File: src/rtl/serial_rx_deserializer_pkg.sv
// Shared definitions for the serial character link.
// Holds the receive FSM state encoding, the frame length and the frame
// field indices. The transmit side uses the same field indices.
package serial_rx_deserializer_pkg;

    localparam int FRAME_BITS = 10;

    // Bit positions inside a 10-bit frame
    localparam int START_IDX = 0;
    localparam int DATA_LSB  = 1;
    localparam int DATA_MSB  = 8;
    localparam int STOP_IDX  = 9;

    typedef enum logic [1:0] {
        IDLE  = 2'd0,
        START = 2'd1,
        DATA  = 2'd2,
        STOP  = 2'd3
    } rx_state_e;

endpackage

File: src/rtl/serial_rx_deserializer_bit_sync2.sv
// Two-flop synchronizer for an asynchronous single-bit input.
// Both flops reset to 1 so an idle (high) serial line is not mistaken for
// a start bit right after reset.
// Ports:
//   clk_i   - sampling clock
//   reset_i - synchronous active-high reset
//   d_i     - asynchronous input
//   q_o     - synchronized output (2 cycles of latency)
module bit_sync2 (
    input  logic clk_i,
    input  logic reset_i,
    input  logic d_i,
    output logic q_o
);

    logic meta_q;
    logic sync_q;

    always_ff @(posedge clk_i) begin
        if (reset_i) begin
            meta_q <= 1'b1;
            sync_q <= 1'b1;
        end else begin
            meta_q <= d_i;
            sync_q <= meta_q;
        end
    end

    assign q_o = sync_q;

endmodule

File: src/rtl/serial_rx_deserializer.sv
// Receive front end of the serial character link.
// Oversamples data_in, validates the start bit at mid-bit, shifts in a
// 10-bit frame (start, 8 data bits LSB first, stop) and presents it as a
// parallel word with sticky status flags for the processor PIOs.
// Ports:
//   clk                - divided system clock
//   reset              - synchronous active-high reset
//   data_in            - asynchronous serial line, idle high
//   char_ack           - one-cycle pulse clearing the three sticky flags
//   parallel_out       - last completed frame {stop, data[7:0], start}
//   character_received - an unacknowledged frame is held
//   framing_error      - the held frame had a 0 stop bit
//   overrun            - a frame completed while one was still held
//   busy               - receiver is not idle
module serial_rx_deserializer
    import serial_rx_deserializer_pkg::*;
#(
    parameter int OVERSAMPLE = 16
) (
    input  logic                  clk,
    input  logic                  reset,
    input  logic                  data_in,
    input  logic                  char_ack,
    output logic [FRAME_BITS-1:0] parallel_out,
    output logic                  character_received,
    output logic                  framing_error,
    output logic                  overrun,
    output logic                  busy
);

    localparam int TW = (OVERSAMPLE > 1) ? $clog2(OVERSAMPLE) : 1;
    localparam logic [TW-1:0] TICK_LAST = TW'(OVERSAMPLE - 1);
    localparam logic [TW-1:0] TICK_MID  = TW'(OVERSAMPLE / 2 - 1);

    logic                  rx_s;
    rx_state_e             state_q;
    logic [TW-1:0]         tick_q;
    logic [3:0]            bit_cnt_q;
    logic [DATA_MSB:0]     shift_q;
    logic [FRAME_BITS-1:0] parallel_out_q;
    logic                  char_rx_q;
    logic                  frame_err_q;
    logic                  overrun_q;
    logic                  frame_done_d;

    bit_sync2 u_sync (
        .clk_i   (clk),
        .reset_i (reset),
        .d_i     (data_in),
        .q_o     (rx_s)
    );

    // Stop bit is being sampled this cycle; outputs update on this edge.
    assign frame_done_d = (state_q == STOP) && (tick_q == TICK_LAST);

    always_ff @(posedge clk) begin
        if (reset) begin
            state_q        <= IDLE;
            tick_q         <= '0;
            bit_cnt_q      <= '0;
            shift_q        <= '0;
            parallel_out_q <= '0;
            char_rx_q      <= 1'b0;
            frame_err_q    <= 1'b0;
            overrun_q      <= 1'b0;
        end else begin
            tick_q <= (tick_q == TICK_LAST) ? '0 : tick_q + 1'b1;

            case (state_q)
                IDLE: begin
                    tick_q    <= '0;
                    bit_cnt_q <= '0;
                    if (!rx_s) begin
                        state_q <= START;
                    end
                end
                START: begin
                    // Mid-bit check rejects short low glitches
                    if (tick_q == TICK_MID) begin
                        if (rx_s) begin
                            state_q <= IDLE;
                        end else begin
                            shift_q[START_IDX] <= rx_s;
                            bit_cnt_q          <= 4'(DATA_LSB);
                            tick_q             <= '0;
                            state_q            <= DATA;
                        end
                    end
                end
                DATA: begin
                    if (tick_q == TICK_LAST) begin
                        shift_q[bit_cnt_q] <= rx_s;
                        bit_cnt_q          <= bit_cnt_q + 1'b1;
                        if (bit_cnt_q == 4'(DATA_MSB)) begin
                            state_q <= STOP;
                        end
                    end
                end
                STOP: begin
                    if (tick_q == TICK_LAST) begin
                        state_q <= IDLE;
                    end
                end
                default: state_q <= IDLE;
            endcase

            // Completion takes priority over a coincident acknowledge
            if (frame_done_d) begin
                parallel_out_q[STOP_IDX]           <= rx_s;
                parallel_out_q[DATA_MSB:START_IDX] <= shift_q;
                char_rx_q                          <= 1'b1;
                frame_err_q                        <= ~rx_s;
                overrun_q <= char_ack ? 1'b0 : (overrun_q | char_rx_q);
            end else if (char_ack) begin
                char_rx_q   <= 1'b0;
                frame_err_q <= 1'b0;
                overrun_q   <= 1'b0;
            end
        end
    end

    assign parallel_out       = parallel_out_q;
    assign character_received = char_rx_q;
    assign framing_error      = frame_err_q;
    assign overrun            = overrun_q;
    assign busy               = (state_q != IDLE);

endmodule

File: config.mk
export PLATFORM = sky130hd
export DESIGN_NAME = serial_rx_deserializer
export DESIGN_NICKNAME = d
export VERILOG_FILES = /design/src/rtl/serial_rx_deserializer_pkg.sv /design/src/rtl/serial_rx_deserializer_bit_sync2.sv /design/src/rtl/serial_rx_deserializer.sv
export SDC_FILE = /design/constraint.sdc
export NUM_CORES = 1
export LEC_CHECK = 0
export BUFFER_PORTS_ARGS = -buffer_cell sky130_fd_sc_hd__buf_2
export CAP_MARGIN = 20
export CORE_MARGIN = 4
export CORE_UTILIZATION = 45
export CTS_CLUSTER_DIAMETER = 50
export DETAILED_ROUTE_END_ITERATION = 10
export PLACE_DENSITY = 0.76
export SLEW_MARGIN = 20
export SYNTH_ARGS = -nofsm -noshare
export SYNTH_HDL_FRONTEND = slang
export SYNTH_HIERARCHICAL = 1
export SYNTH_SLANG_ARGS = --single-unit
File: constraint.sdc
create_clock -name clk -period 3.75 [get_ports clk]
set_clock_uncertainty 0.05 [all_clocks]
set_input_delay 0.375 -clock clk [delete_from_list [all_inputs] [get_ports clk]]
set_output_delay 0.375 -clock clk [all_outputs]
set_load 0.03 [all_outputs]
==> results.md <==
- The run finished with clean final reports.
- Synthesis produced 188 cells.
- The number of hold violations in the final report was 0.
- The master of the slowest instance on the critical path is dfxtp_1.
- Entering global routing, the biggest net connects 33 pins.
- The signal arrival time at the worst endpoint is 2.20 ns.
- 0 antenna diodes ended up in the layout.
- The layout overhead on the synthesized area is 10.7%.
- The clock period could shrink to 2.01 ns.
- OpenSTA, run right after detailed placement, puts the worst setup slack at 1.78 ns.
- The worst-case register-to-register setup slack is 1.74 ns.
- The finished layout holds 247 standard cells, fillers aside.
- The kind of critical path is reg2reg.
- The kind of path behind the tightest hold check is in2reg.
- The count of buffers added on input and output ports is 17.
- The mapped netlist covers 1610 um^2.
- After detailed routing, the total wire length is 3220 um.
- The kind of cell with the highest combined delay along the critical path is compound AO/OA/AOI/OAI gates.
- The net total in the final layout is 214.
- Dividing the detail-routed via count by the number of cells gives 5.36.
- The worst endpoint required time is 3.94 ns.
- Among all flip-flop cells after synthesis, the most frequent one is dfxtp_1.
- The adder-cell share of the synthesized area is 0.0700.
- Each instance of the synthesized netlist takes up on average 8.56 um^2.
- The top achievable clock speed is 0.499 GHz.
- The static leakage is 0.743 nW.
- The total nets after synthesis is 201.
- For this configuration, the core starts out at a cell density of 0.475.
- The count of boundary I/O pins is 18.
- The routed layout has 1,323 vias.
- The placed standard-cell area is 1700 um^2.
- In the detailed route, the total length drawn on met3 is 153 um.
- The first global-routing pass estimated 5800 um of wire.
- The largest fanout of any net on the critical path is 14.
- Setup violations remaining at the end of the flow were counted as 0.
- The die is 67.8 um wide.
- From bottom edge to top edge, the die measures 67.8 um.
- The number of hold buffers added after CTS is 0.
- The part of the Yosys area used for sequential elements is 0.423.
- The worst setup path is launched from a flop.
- After legalization and detailed placement, the total HPWL measured 2290 um.
- The final sum of negative setup slack is 0 ns.
- The area share of the leading cell type in the synthesized netlist is 0.423.
- The maximum count of clock buffers along a single path is 2.
- The cell depth of the worst setup path is 6.
- The worst setup margin is 1.74 ns.
- The number of register bits inferred by synthesis is 34.
- The count of nets left with antenna violations once routing finished came out at 0.
- The number of placement rows is 21.
- The number of buffers and inverters on the critical path is 1.
- In the final routed layout, each cell accounts on average for 13.0 um.
- Post-CTS timing repair inserted 0 buffers for setup.
- The number of remaining DRC errors is 0.
- Of the total synthesized cell area, the portion taken by XOR and XNOR cells is 0.00544.
- At the end of the flow the core is filled with cells to 0.525.
- The initial antenna violation count was 0.
- The count of clock tree sinks is 34.
- For this design the ratio of total power to cell area is 411 nW/um^2.
- At the end of routability-driven placement, the weighted congestion stood at 0.900.
- The die covers 4600 um^2.
- Summing all multi-input logic gate instances after layout gives 838 um^2.
- After synthesis, the largest family of logic cells by area is simple AND/OR/NAND/NOR gates.
- After detailed routing, no signal wire sits above met4.
- The CTS buffer count is 5.
- The most area-hungry cell type in the Yosys netlist is dfxtp_1.
- The count of distinct cell types in the synthesized netlist is 39.
- During synthesis, Yosys emitted a total of 6 warnings.
- Setup repair after global routing left no endpoint under its margin.
- The worst slew margin relative to its limit is 0.617.
- The worst-case IR drop observed on VDD is 0.217 mV.
- STA classifies the critical path endpoint as a flop.
- Of the total synthesized cell area, the portion taken by AND, OR, NAND and NOR gates is 0.264.
- Tracing the worst setup path back leads to its startpoint at state_q[0].
- Sorting the synthesized cells by area gives the leading types as dfxtp_1, ha_1, a21oi_1, nand2_1, mux2i_1.
- Overall power consumption after layout is estimated at 0.732 mW.
- Across every metal layer, demand over resource in global routing totals 0.166.
- The total area of sequential cells is 681 um^2.
- The detailed route wirelength on metal2 is 1520 um.
- The violation count after the first detailed-routing iteration is 59.
- The async set-reset flop share out of synthesis is 0.
- The share of the clock period used by the worst path after layout is 0.535.
- The area of all placed cells without fillers is 1780 um^2.
- The startpoint identified for the worst register-to-register timing path is state_q[0].
- The core region area is 3390 um^2.
- The slew at the pin closest to its max-slew limit is 0.573 ns.
- The total placed cells including tap cells is 240.
- The count of cells along the worst register-to-register path is 6.
- Of the cells placed in the final design, the portion with a size suffix greater than 1 is 0.144.
- After synthesis, the share of cell area in mux cells is 0.0435.
- The tool flagged a number of max-cap violations equal to 0.
- The tightest hold path in the finished design has a slack of 0.154 ns.
- After clock tree synthesis, the clock-pin slew on the worst setup and hold paths is 0.11 ns.
- In this run the number of H-tree levels came out at 2.
- The number of detailed-routing iterations run before antenna repair is 4.
- The number of max-slew violations in the final report is 0.
- Gates resized during post-CTS repair numbered 0.
- The share of the synthesized area in compound gates (AO/OA/AOI/OAI) is 0.138.
- TritonCTS built the clock tree.
- The filler cells instantiated in the layout total 336.
- Walking the worst path, the cells encountered are inv_1 > ha_1 > nor4bb_1 > a211o_1 > a311oi_2 > a41o_1.
- The number of global-route vias before repair came to 1,321.
- In the final routing, the length of wire on met1 measures 1510 um.
- In this run, synthesis inferred 0 flip-flops with an integrated enable.
- The remaining global-route overflow is 0.
- On the worst path, the slowest cell contributes a delay of 0.46 ns.
- The clock insertion delay at the later pin of the skew report is 0.34 ns.
- In this run the clock root is driven by a clkbuf_4.
[placed cells by master (no fill, tap or decap), types with 2 or more instances in the layout]
cell       n
ha_1       9
nor2b_1    2
nand2_1   25
nand3_1   11
a21oi_1   21
buf_2     17
nor2_1    15
nand4b_1   2
nand2b_1   2
nand3b_1   3
nor3_1     4
nand4_1    4
inv_1     10
and3_1     3
clkbuf_4   5
a31oi_1    2
or2_1      2
mux2i_1    7
dfxtp_1   34
o21ai_0    4
[worst min-delay path by stage]
stage	from	end	cells past startpoint	slack, ns
finish	char_ack	overrun	2	0.15
global route	char_ack	overrun	2	0.15
CTS	char_ack	overrun	2	0.15
detailed placement	u_sync/meta_q	u_sync/q_o	1	0.34
global placement	u_sync/meta_q	u_sync/q_o	1	0.34
floorplan	u_sync/meta_q	u_sync/q_o	1	0.33
[registers in the layout (all words and copies together) (netlist names), named ones only]
register	cells
overrun	1
tick_q	4
parallel_out	10
bit_cnt_q	4
state_q	1
character_received	1
u_sync/q_o	1
shift_q	9
u_sync/meta_q	1
framing_error	1
[layer usage]
layer,vias up,track usage
met4,0,0.0496
met3,6,0.0516
li1,679,-
met5,-,0
met1,613,0.212
met2,25,0.267
[power breakdown]
part           switching, mW  internal, mW  total [mW]
sequential           0.00897         0.368       0.377
combinational         0.0511        0.0286      0.0797
clock                  0.120         0.155       0.276
total                  0.180         0.551       0.732
[layout make-up]
cell class,count,share of cell area
Tap cell,46,0.0323
Inverter,10,0.0211
Clock buffer,6,0.0288
Sequential cell,34,0.382
Clock inverter,1,0.0169
Multi-Input combinational cell,133,0.471
Timing Repair Buffer,17,0.0478
[logic make-up after synthesis]
| logic type | after synthesis |
|---|---|
| muxes | 7 |
| xor gates and xnor gates | 1 |
| buffers and inverters | 21 |
| adders and majority gates | 9 |
| AOI/OAI and AO/OA | 35 |
| and+or+nand+nor | 81 |
| DFF | 34 |
[worst reg2reg max path, cell delays in order, from the launching register on]
cell	delay (ns)
dfxtp_1	0.46
inv_1	0.10
ha_1	0.37
nor4bb_1	0.34
a211o_1	0.25
a311oi_2	0.12
a41o_1	0.23
[cells in the mapped netlist (2+ instances only)]
library cell  instances
nand3_1              11
buf_2                 3
a21oi_1              21
nand2_1              25
inv_1                10
or2_1                 2
nor2b_1               2
dfxtp_1              34
buf_4                 2
o21ai_0               4
nand4_1               4
nor3_1                4
mux2i_1               7
clkbuf_1              5
nand4b_1              2
nand2b_1              2
nor2_1               15
and3_1                3
nand3b_1              3
a31oi_1               2
ha_1                  9
(Power assumes the default switching activity.)
